--- config.mk ---
export PLATFORM = sky130hd
export DESIGN_NAME = onchip_memory_port_arbiter
export DESIGN_NICKNAME = d
export VERILOG_FILES = /design/src/rtl/onchip_memory_port_arbiter.sv
export SDC_FILE = /design/constraint.sdc
export NUM_CORES = 1
export LEC_CHECK = 0
export CAP_MARGIN = 20
export CORE_AREA = 2 2 98 100
export DETAILED_ROUTE_END_ITERATION = 10
export DIE_AREA = 0 0 100 102
export PLACE_DENSITY = 0.74
export SKIP_CTS_REPAIR_TIMING = 1
export SLEW_MARGIN = 5
export SYNTH_ARGS = -nofsm -noshare
export SYNTH_HDL_FRONTEND = slang
export SYNTH_SLANG_ARGS = --single-unit
--- constraint.sdc ---
create_clock -name clk -period 3.32 [get_ports clk]
set_input_delay 0.996 -clock clk [delete_from_list [all_inputs] [get_ports clk]]
set_output_delay 0.996 -clock clk [all_outputs]
set_load 0.01 [all_outputs]
--- src/rtl/onchip_memory_port_arbiter.sv ---
// Two-master arbiter for one port of the on-chip memory.
// m0 (processor data master) and m1 (DMA/video master) share a single 32-bit
// memory port. Arbitration is round-robin with a bounded hold, so one master
// can stream back-to-back beats without starving the other. Read data is
// routed back to the master that issued the read after READ_LATENCY clocks.
//
// Handshake: a master requests a beat by raising mN_read and/or mN_write and
// holds the request, address and data stable while mN_waitrequest is high.
// A beat is accepted in the cycle where the request is high and
// mN_waitrequest is low; the memory sees it on that same clock edge. When
// read and write are both high, the beat is a write.
module onchip_memory_port_arbiter #(
    parameter int ADDR_W       = 11,
    parameter int DATA_W       = 32,
    parameter int BE_W         = 4,
    parameter int READ_LATENCY = 1,
    parameter int MAX_HOLD     = 4,
    localparam int HOLD_W      = $clog2(MAX_HOLD + 1)
) (
    input  logic              clk,
    input  logic              reset,

    input  logic [ADDR_W-1:0] m0_address,
    input  logic [BE_W-1:0]   m0_byteenable,
    input  logic              m0_read,
    input  logic              m0_write,
    input  logic [DATA_W-1:0] m0_writedata,
    output logic              m0_waitrequest,
    output logic [DATA_W-1:0] m0_readdata,
    output logic              m0_readdatavalid,

    input  logic [ADDR_W-1:0] m1_address,
    input  logic [BE_W-1:0]   m1_byteenable,
    input  logic              m1_read,
    input  logic              m1_write,
    input  logic [DATA_W-1:0] m1_writedata,
    output logic              m1_waitrequest,
    output logic [DATA_W-1:0] m1_readdata,
    output logic              m1_readdatavalid,

    output logic [ADDR_W-1:0] mem_address,
    output logic [BE_W-1:0]   mem_byteenable,
    output logic              mem_chipselect,
    output logic              mem_write,
    output logic [DATA_W-1:0] mem_writedata,
    output logic              mem_clken,
    input  logic [DATA_W-1:0] mem_readdata,

    // Debug view of the arbiter state
    output logic [1:0]        dbg_state,
    output logic [HOLD_W-1:0] dbg_hold_cnt,
    output logic              dbg_last_grant
);

    typedef enum logic [1:0] {
        ST_IDLE   = 2'd0,
        ST_SERVE0 = 2'd1,
        ST_SERVE1 = 2'd2
    } state_t;

    state_t              state_q, state_d;
    logic [HOLD_W-1:0]   hold_cnt_q, hold_cnt_d;
    logic                last_grant_q, last_grant_d;
    logic [READ_LATENCY-1:0] rd_vld_q, rd_vld_d;
    logic [READ_LATENCY-1:0] rd_own_q, rd_own_d;

    logic              req0, req1;
    logic              gnt0_raw, gnt1_raw;
    logic              grant0, grant1;
    logic              issue, issue_wr, issue_rd;
    logic              hold_full;
    logic [HOLD_W-1:0] hold_next;
    logic              tap_vld, tap_own;

    assign req0 = m0_read | m0_write;
    assign req1 = m1_read | m1_write;

    // Hold counter saturates at MAX_HOLD while one master streams uncontested.
    assign hold_full = (hold_cnt_q >= HOLD_W'(MAX_HOLD));
    assign hold_next = hold_full ? hold_cnt_q : hold_cnt_q + HOLD_W'(1);

    // Next-state and raw grant: round-robin on ties, bounded hold while contested.
    always_comb begin
        state_d    = state_q;
        hold_cnt_d = hold_cnt_q;
        gnt0_raw   = 1'b0;
        gnt1_raw   = 1'b0;
        case (state_q)
            ST_IDLE: begin
                // On a tie the master that did not issue last wins.
                if (req0 && (!req1 || last_grant_q)) begin
                    gnt0_raw   = 1'b1;
                    state_d    = ST_SERVE0;
                    hold_cnt_d = HOLD_W'(1);
                end else if (req1) begin
                    gnt1_raw   = 1'b1;
                    state_d    = ST_SERVE1;
                    hold_cnt_d = HOLD_W'(1);
                end
            end
            ST_SERVE0: begin
                if (req0 && (!hold_full || !req1)) begin
                    gnt0_raw   = 1'b1;
                    hold_cnt_d = hold_next;
                end else if (req1) begin
                    gnt1_raw   = 1'b1;
                    state_d    = ST_SERVE1;
                    hold_cnt_d = HOLD_W'(1);
                end else begin
                    state_d    = ST_IDLE;
                    hold_cnt_d = '0;
                end
            end
            ST_SERVE1: begin
                if (req1 && (!hold_full || !req0)) begin
                    gnt1_raw   = 1'b1;
                    hold_cnt_d = hold_next;
                end else if (req0) begin
                    gnt0_raw   = 1'b1;
                    state_d    = ST_SERVE0;
                    hold_cnt_d = HOLD_W'(1);
                end else begin
                    state_d    = ST_IDLE;
                    hold_cnt_d = '0;
                end
            end
            default: begin
                state_d    = ST_IDLE;
                hold_cnt_d = '0;
            end
        endcase
    end

    // No beat may reach the memory while reset is asserted, even though the
    // registered state already reads IDLE.
    assign grant0 = gnt0_raw & ~reset;
    assign grant1 = gnt1_raw & ~reset;

    assign m0_waitrequest = req0 & ~grant0;
    assign m1_waitrequest = req1 & ~grant1;

    assign issue    = grant0 | grant1;
    assign issue_wr = grant0 ? m0_write : (grant1 ? m1_write : 1'b0);
    assign issue_rd = issue & ~issue_wr;

    // Track which master issued last; drives the tie-break in IDLE.
    always_comb begin
        last_grant_d = last_grant_q;
        if (grant1) begin
            last_grant_d = 1'b1;
        end else if (grant0) begin
            last_grant_d = 1'b0;
        end
    end

    // Memory-side mux: everything is zero in cycles with no beat.
    always_comb begin
        mem_address    = '0;
        mem_byteenable = '0;
        mem_writedata  = '0;
        mem_chipselect = issue;
        mem_write      = issue & issue_wr;
        if (grant0) begin
            mem_address    = m0_address;
            mem_byteenable = m0_byteenable;
            mem_writedata  = m0_writedata;
        end else if (grant1) begin
            mem_address    = m1_address;
            mem_byteenable = m1_byteenable;
            mem_writedata  = m1_writedata;
        end
    end

    assign mem_clken = 1'b1;

    // Read tag pipe: each issued read carries its owner to the data tap.
    always_comb begin
        rd_vld_d    = rd_vld_q;
        rd_own_d    = rd_own_q;
        rd_vld_d[0] = issue_rd;
        rd_own_d[0] = grant1;
        for (int i = 1; i < READ_LATENCY; i++) begin
            rd_vld_d[i] = rd_vld_q[i-1];
            rd_own_d[i] = rd_own_q[i-1];
        end
    end

    assign tap_vld = rd_vld_q[READ_LATENCY-1];
    assign tap_own = rd_own_q[READ_LATENCY-1];

    assign m0_readdatavalid = tap_vld & ~tap_own;
    assign m1_readdatavalid = tap_vld &  tap_own;

    // Read data is broadcast; readdatavalid alone says whose it is.
    assign m0_readdata = reset ? '0 : mem_readdata;
    assign m1_readdata = reset ? '0 : mem_readdata;

    // State registers; reset also drops any reads still in flight.
    always_ff @(posedge clk or posedge reset) begin
        if (reset) begin
            state_q      <= ST_IDLE;
            hold_cnt_q   <= '0;
            last_grant_q <= 1'b1;
            rd_vld_q     <= '0;
            rd_own_q     <= '0;
        end else begin
            state_q      <= state_d;
            hold_cnt_q   <= hold_cnt_d;
            last_grant_q <= last_grant_d;
            rd_vld_q     <= rd_vld_d;
            rd_own_q     <= rd_own_d;
        end
    end

    assign dbg_state      = state_q;
    assign dbg_hold_cnt   = hold_cnt_q;
    assign dbg_last_grant = last_grant_q;

endmodule

### Word-level counts from Yosys, hierarchy flattened

Index checks and enable logic that the tools add are counted.

| cells by class | value |
|---|---|
| eq/ne operators | 5 |
| multiplexer cells | 36 |
| order comparisons | 1 |
| bitwise gates (word level) | 16 |
| reductions and logical operators | 12 |
| add/subtract/negate cells | 1 |

Operators by type and width:

| operator | count |
|---|---|
| $mux W32 | 3 |
| $mux W11 | 2 |
| $mux W1 | 15 |
| $mux W3 | 5 |
| $mux W2 | 5 |
| $pmux W3 S3 | 1 |
| $and A1 B1 Y1 | 8 |
| $mux W4 | 2 |
| $pmux W1 S3 | 2 |
| $pmux W2 S3 | 1 |
| $not A1 Y1 | 5 |
| $ne A2 B2 Y1 const B | 2 |
| $add A3 B1 Y3 const B | 1 |
| $ge A3 B3 Y1 const B | 1 |
| $logic_and A1 B1 Y1 | 3 |
| $logic_not A1 Y1 | 3 |
| $logic_or A1 B1 Y1 | 3 |
| $ne A3 B3 Y1 const B | 1 |
| $or A1 B1 Y1 | 3 |
| $reduce_and A3 Y1 | 1 |
| $eq A2 B1 Y1 const B | 1 |
| $eq A2 B2 Y1 const B | 1 |
| $logic_not A2 Y1 | 1 |
| $reduce_bool A2 Y1 | 1 |

| word-level totals | value |
|---|---|
| bits in registers | 8 |
| output and inout port bits | 124 |
| input port bits | 132 |
| logic and storage cells | 76 |

### Logic depth before layout (Yosys ltp)

| logic depth | value |
|---|---|
| word-level depth | 11 |
| mapped depth | 6 |
| depth with buffers taken out | 5 |

### Worst setup path before layout

OpenSTA, ideal clock, no wires.

| path | value |
|---|---|
| kind | input to output |
| start | input port m1_read |
| end | output port mem_address[2] |
| arrival time | 2.342 ns |
| slack | -0.018 ns |
| stages | 5 |
| data required time | 2.324 ns |
| path through | or2_2 -> a221o_1 -> nor3b_4 -> buf_6 -> a22o_1 |

| between the ends | value |
|---|---|
| cells in the longest elaborated chain, start to end | 9 |
| elaborated cells between the ends (all ways) | 20 |

Ends and longest elaborated chain:

| item | line | RTL |
|---|---|---|
| start, declared | 34 | `input logic m1_read,` |
| $or A1 B1 Y1 * | 76 | `assign req1 = m1_read \| m1_write;` |
| $logic_not A1 Y1 | 91, 102 |  |
| $logic_or A1 B1 Y1, on equally long branches | 102, 91 |  |
| $logic_and A1 B1 Y1, on equally long branches | 102, 91 |  |
| $mux W1, on equally long branches | 102, 91 |  |
| $pmux W1 S3 | 88 | `case (state_q)` |
| $and A1 B1 Y1 | 137 | `assign grant1 = gnt1_raw & ~reset;` |
| $mux W11 | 167 | `end else if (grant1) begin` |
| $mux W11 * | 163 | `if (grant0) begin` |
| end, declared | 41 | `output logic [ADDR_W-1:0] mem_address,` |

Mark *: on every way between the ends. The rest lies on a longest branch, timed or not.

### Final worst setup path

| path | value |
|---|---|
| start | input port m1_read |
| end | output port mem_address[0] |

Same word-level chain as after synthesis.

==> flow_summary.json <==
{
  "status": "finished with violations",
  "violations": "setup timing",
  "setup.worst_path.end_class": "output pin",
  "cts_buffer_depth": 2,
  "place.gp.congestion": 0.926,
  "async_flop_share": 1.00,
  "vdd_ir_drop_max_mv": 0.208,
  "switchingPower_uw": 789,
  "dp_slack_ns": -1.05,
  "synth_xor_area_frac": 0,
  "drc": 0,
  "tightestPinTransition_ns": 0.550,
  "antenna_found_initial": 0,
  "maxSlewViolCount": 0,
  "synthCells": 194,
  "diodes": 0,
  "viasPerCell": 4.44,
  "ys_seq_area_frac": 0.127,
  "ys_ff_latch": 8,
  "fin_crit_ns": 3.57,
  "crit_fanout": 7,
  "cp.arrival_ns": 2.57,
  "track_usage": 0.141,
  "cts_buffers": 3,
  "synthSimpleGateAreaFrac": 0.202,
  "finalPower_uw": 1870,
  "grt_pass1_wl_um": 11600,
  "post_dp_cell_area_um2": 4050,
  "criticalPathCategory": "input port to output pin",
  "wl_met1_um": 3530,
  "fin_ws_ns": -0.248,
  "fin_area_um2": 4040,
  "synth_nets": 328,
  "p_int_uw": 1090,
  "rows": 35,
  "synth-edff-count": 0,
  "met3WireLength_um": 639,
  "min_delay_path_depth": 2,
  "skew_ns": 0.00624,
  "power_frac_seq": 0.092,
  "initial_core_util": 0.174,
  "critical_path.slowest_cell": "a221o_1",
  "htreeDepth": 1,
  "synth_fa_ha_area_frac": 0.0221,
  "maxCapViolCount": 0,
  "max-slew-margin-rel": 0.630,
  "syn_area_um2": 1580,
  "wl_met2_um": 4730,
  "swShare": 0.421,
  "clock-sinks": 8,
  "routed-via-count": 2400,
  "wirelength_um": 8940,
  "synth_compound_area_frac": 0.381,
  "clk_latency_ns": 0.23,
  "syn2layout_area_growth_pct": 155,
  "die_h_um": 102,
  "layout_common_cells": "clkdlybuf4s50_1, a22o_1, buf_2",
  "p_per_area_nw_per_um2": 464,
  "period_share": 1.07,
  "finish.utilization": 0.443,
  "pwr-share-clk": 0.065,
  "cts_root_buffer": "clkbuf_8",
  "coreArea_um2": 9110,
  "start_kind": "input port",
  "syn_area_per_cell_um2": 8.17,
  "worstPathRequired_ns": 2.32,
  "p_leak_uw": 0.00176,
  "drt_first_pass_iters": 4,
  "crit_chain": "clkbuf_2 -> or2_4 -> a221o_1 -> nor3b_4 -> buf_12 -> buf_12 -> a22o_1 -> buf_2",
  "dieArea_um2": 10200,
  "ys_types": 40,
  "fp.dieW_um": 100,
  "cp_slowest_stage_delay_ns": 0.37,
  "muxShareOfSynthArea": 0.0158,
  "cts_tree": "yes",
  "first_global_vias": 2278,
  "rsz0062_at_grt": "true",
  "p_comb_frac": 0.843,
  "place.port_buffers": 254,
  "synth_flop_cell": "dfrtp_1",
  "wl_per_cell_um": 16.6,
  "grt_overflow": 0,
  "grt_max_degree": 52,
  "reg2reg_depth": 7,
  "dpl.hpwl_um": 6910,
  "drt_iter0_drc": 37,
  "synth_top_family_by_area": "compound AO/OA/AOI/OAI gates",
  "clk_pin_slew_ns": 0.04,
  "layout.nets": 564,
  "hp-class": "register to register",
  "drive_gt1_frac": 0.219,
  "final_common_cell": "clkdlybuf4s50_1",
  "antenna_left": 0,
  "yosysWarningCount": 0,
  "highest_layer": "met4",
  "hold_viol": 0,
  "fin_hold_ws_ns": 0.518,
  "pin_count": 256,
  "fmaxAchievable_mhz": 280,
  "crit_top_cell": "buf_12",
  "setup_viol": 50
}
[area by class of cell]
| cell class | count | area [um^2] |
|---|---|---|
| timing repair buffer | 280 | 2630 |
| tap | 111 | 139 |
| clock buffer | 4 | 45.0 |
| inverter | 5 | 18.8 |
| sequential | 8 | 201 |
| fill | 912 | 5070 |
| multi-input combinational | 132 | 1010 |
[per-layer routing]
metal | vias to the layer above | track usage
li1 | 1150 | -
met2 | 111 | 0.253
met5 | - | 0
met1 | 1133 | 0.171
met3 | 6 | 0.0397
met4 | 0 | 0.0232
[final timing paths]
check                                 from  slack, ns         endpoint
min reg2reg                 dbg_last_grant       0.52   dbg_last_grant
max                                m1_read      -0.25   mem_address[0]
max in group asynchronous            reset       2.17   dbg_last_grant
max reg2reg                dbg_hold_cnt[2]       1.41         rd_vld_q
min in group asynchronous            reset       0.86  dbg_hold_cnt[0]
min                         dbg_last_grant       0.52   dbg_last_grant
[registers in the layout, summed over array words and instances (netlist names)]
name            flops
rd_vld_q            1
dbg_hold_cnt        3
dbg_state           2
rd_own_q            1
dbg_last_grant      1
[critical path, delay by kind of cell]
| kind | cells | cell delay (ns) |
|---|---|---|
| buffers and inverters | 4 | 0.56 |
| AO/OA/AOI/OAI | 2 | 0.54 |
| AND/OR/NAND/NOR | 2 | 0.47 |
[synthesized netlist by cell type (all sizes together), types with 2 or more instances]
master,count,area share
o21ai,6,0.019
nor4,2,0.0079
dfrtp,7,0.11
o21a,2,0.0095
nor2,8,0.019
or2,2,0.0079
inv,5,0.012
buf,41,0.21
a22o,48,0.27
a21oi,8,0.025
clkbuf,7,0.023
ha,2,0.016
nor2b,33,0.13
[kinds of logic after synthesis]
logic type | after synthesis
AND/OR/NAND/NOR | 52
other | 1
buffers and inverters | 54
flip-flops | 8
multiplexers | 2
adder cells (fa/ha/maj) | 3
AO/OA/AOI/OAI | 74
[power groups by stage]
stage	registers (uW)	clock network (uW)	logic, uW
2_1_floorplan	189	0	766
3_3_place_gp	172	0	1590
3_5_place_dp	174	0	1600
4_1_cts	173	127	1610
5_1_grt	180	132	1700
6_report	172	122	1580
[per-stage QoR]
step                setup TNS, ns  cells
finish                      -9.89    540
global route               -12.72    540
CTS                        -65.94    532
detailed placement         -64.80    528
global placement           -63.71    528
floorplan                       0    194
Power figures use the tool's default switching activity.
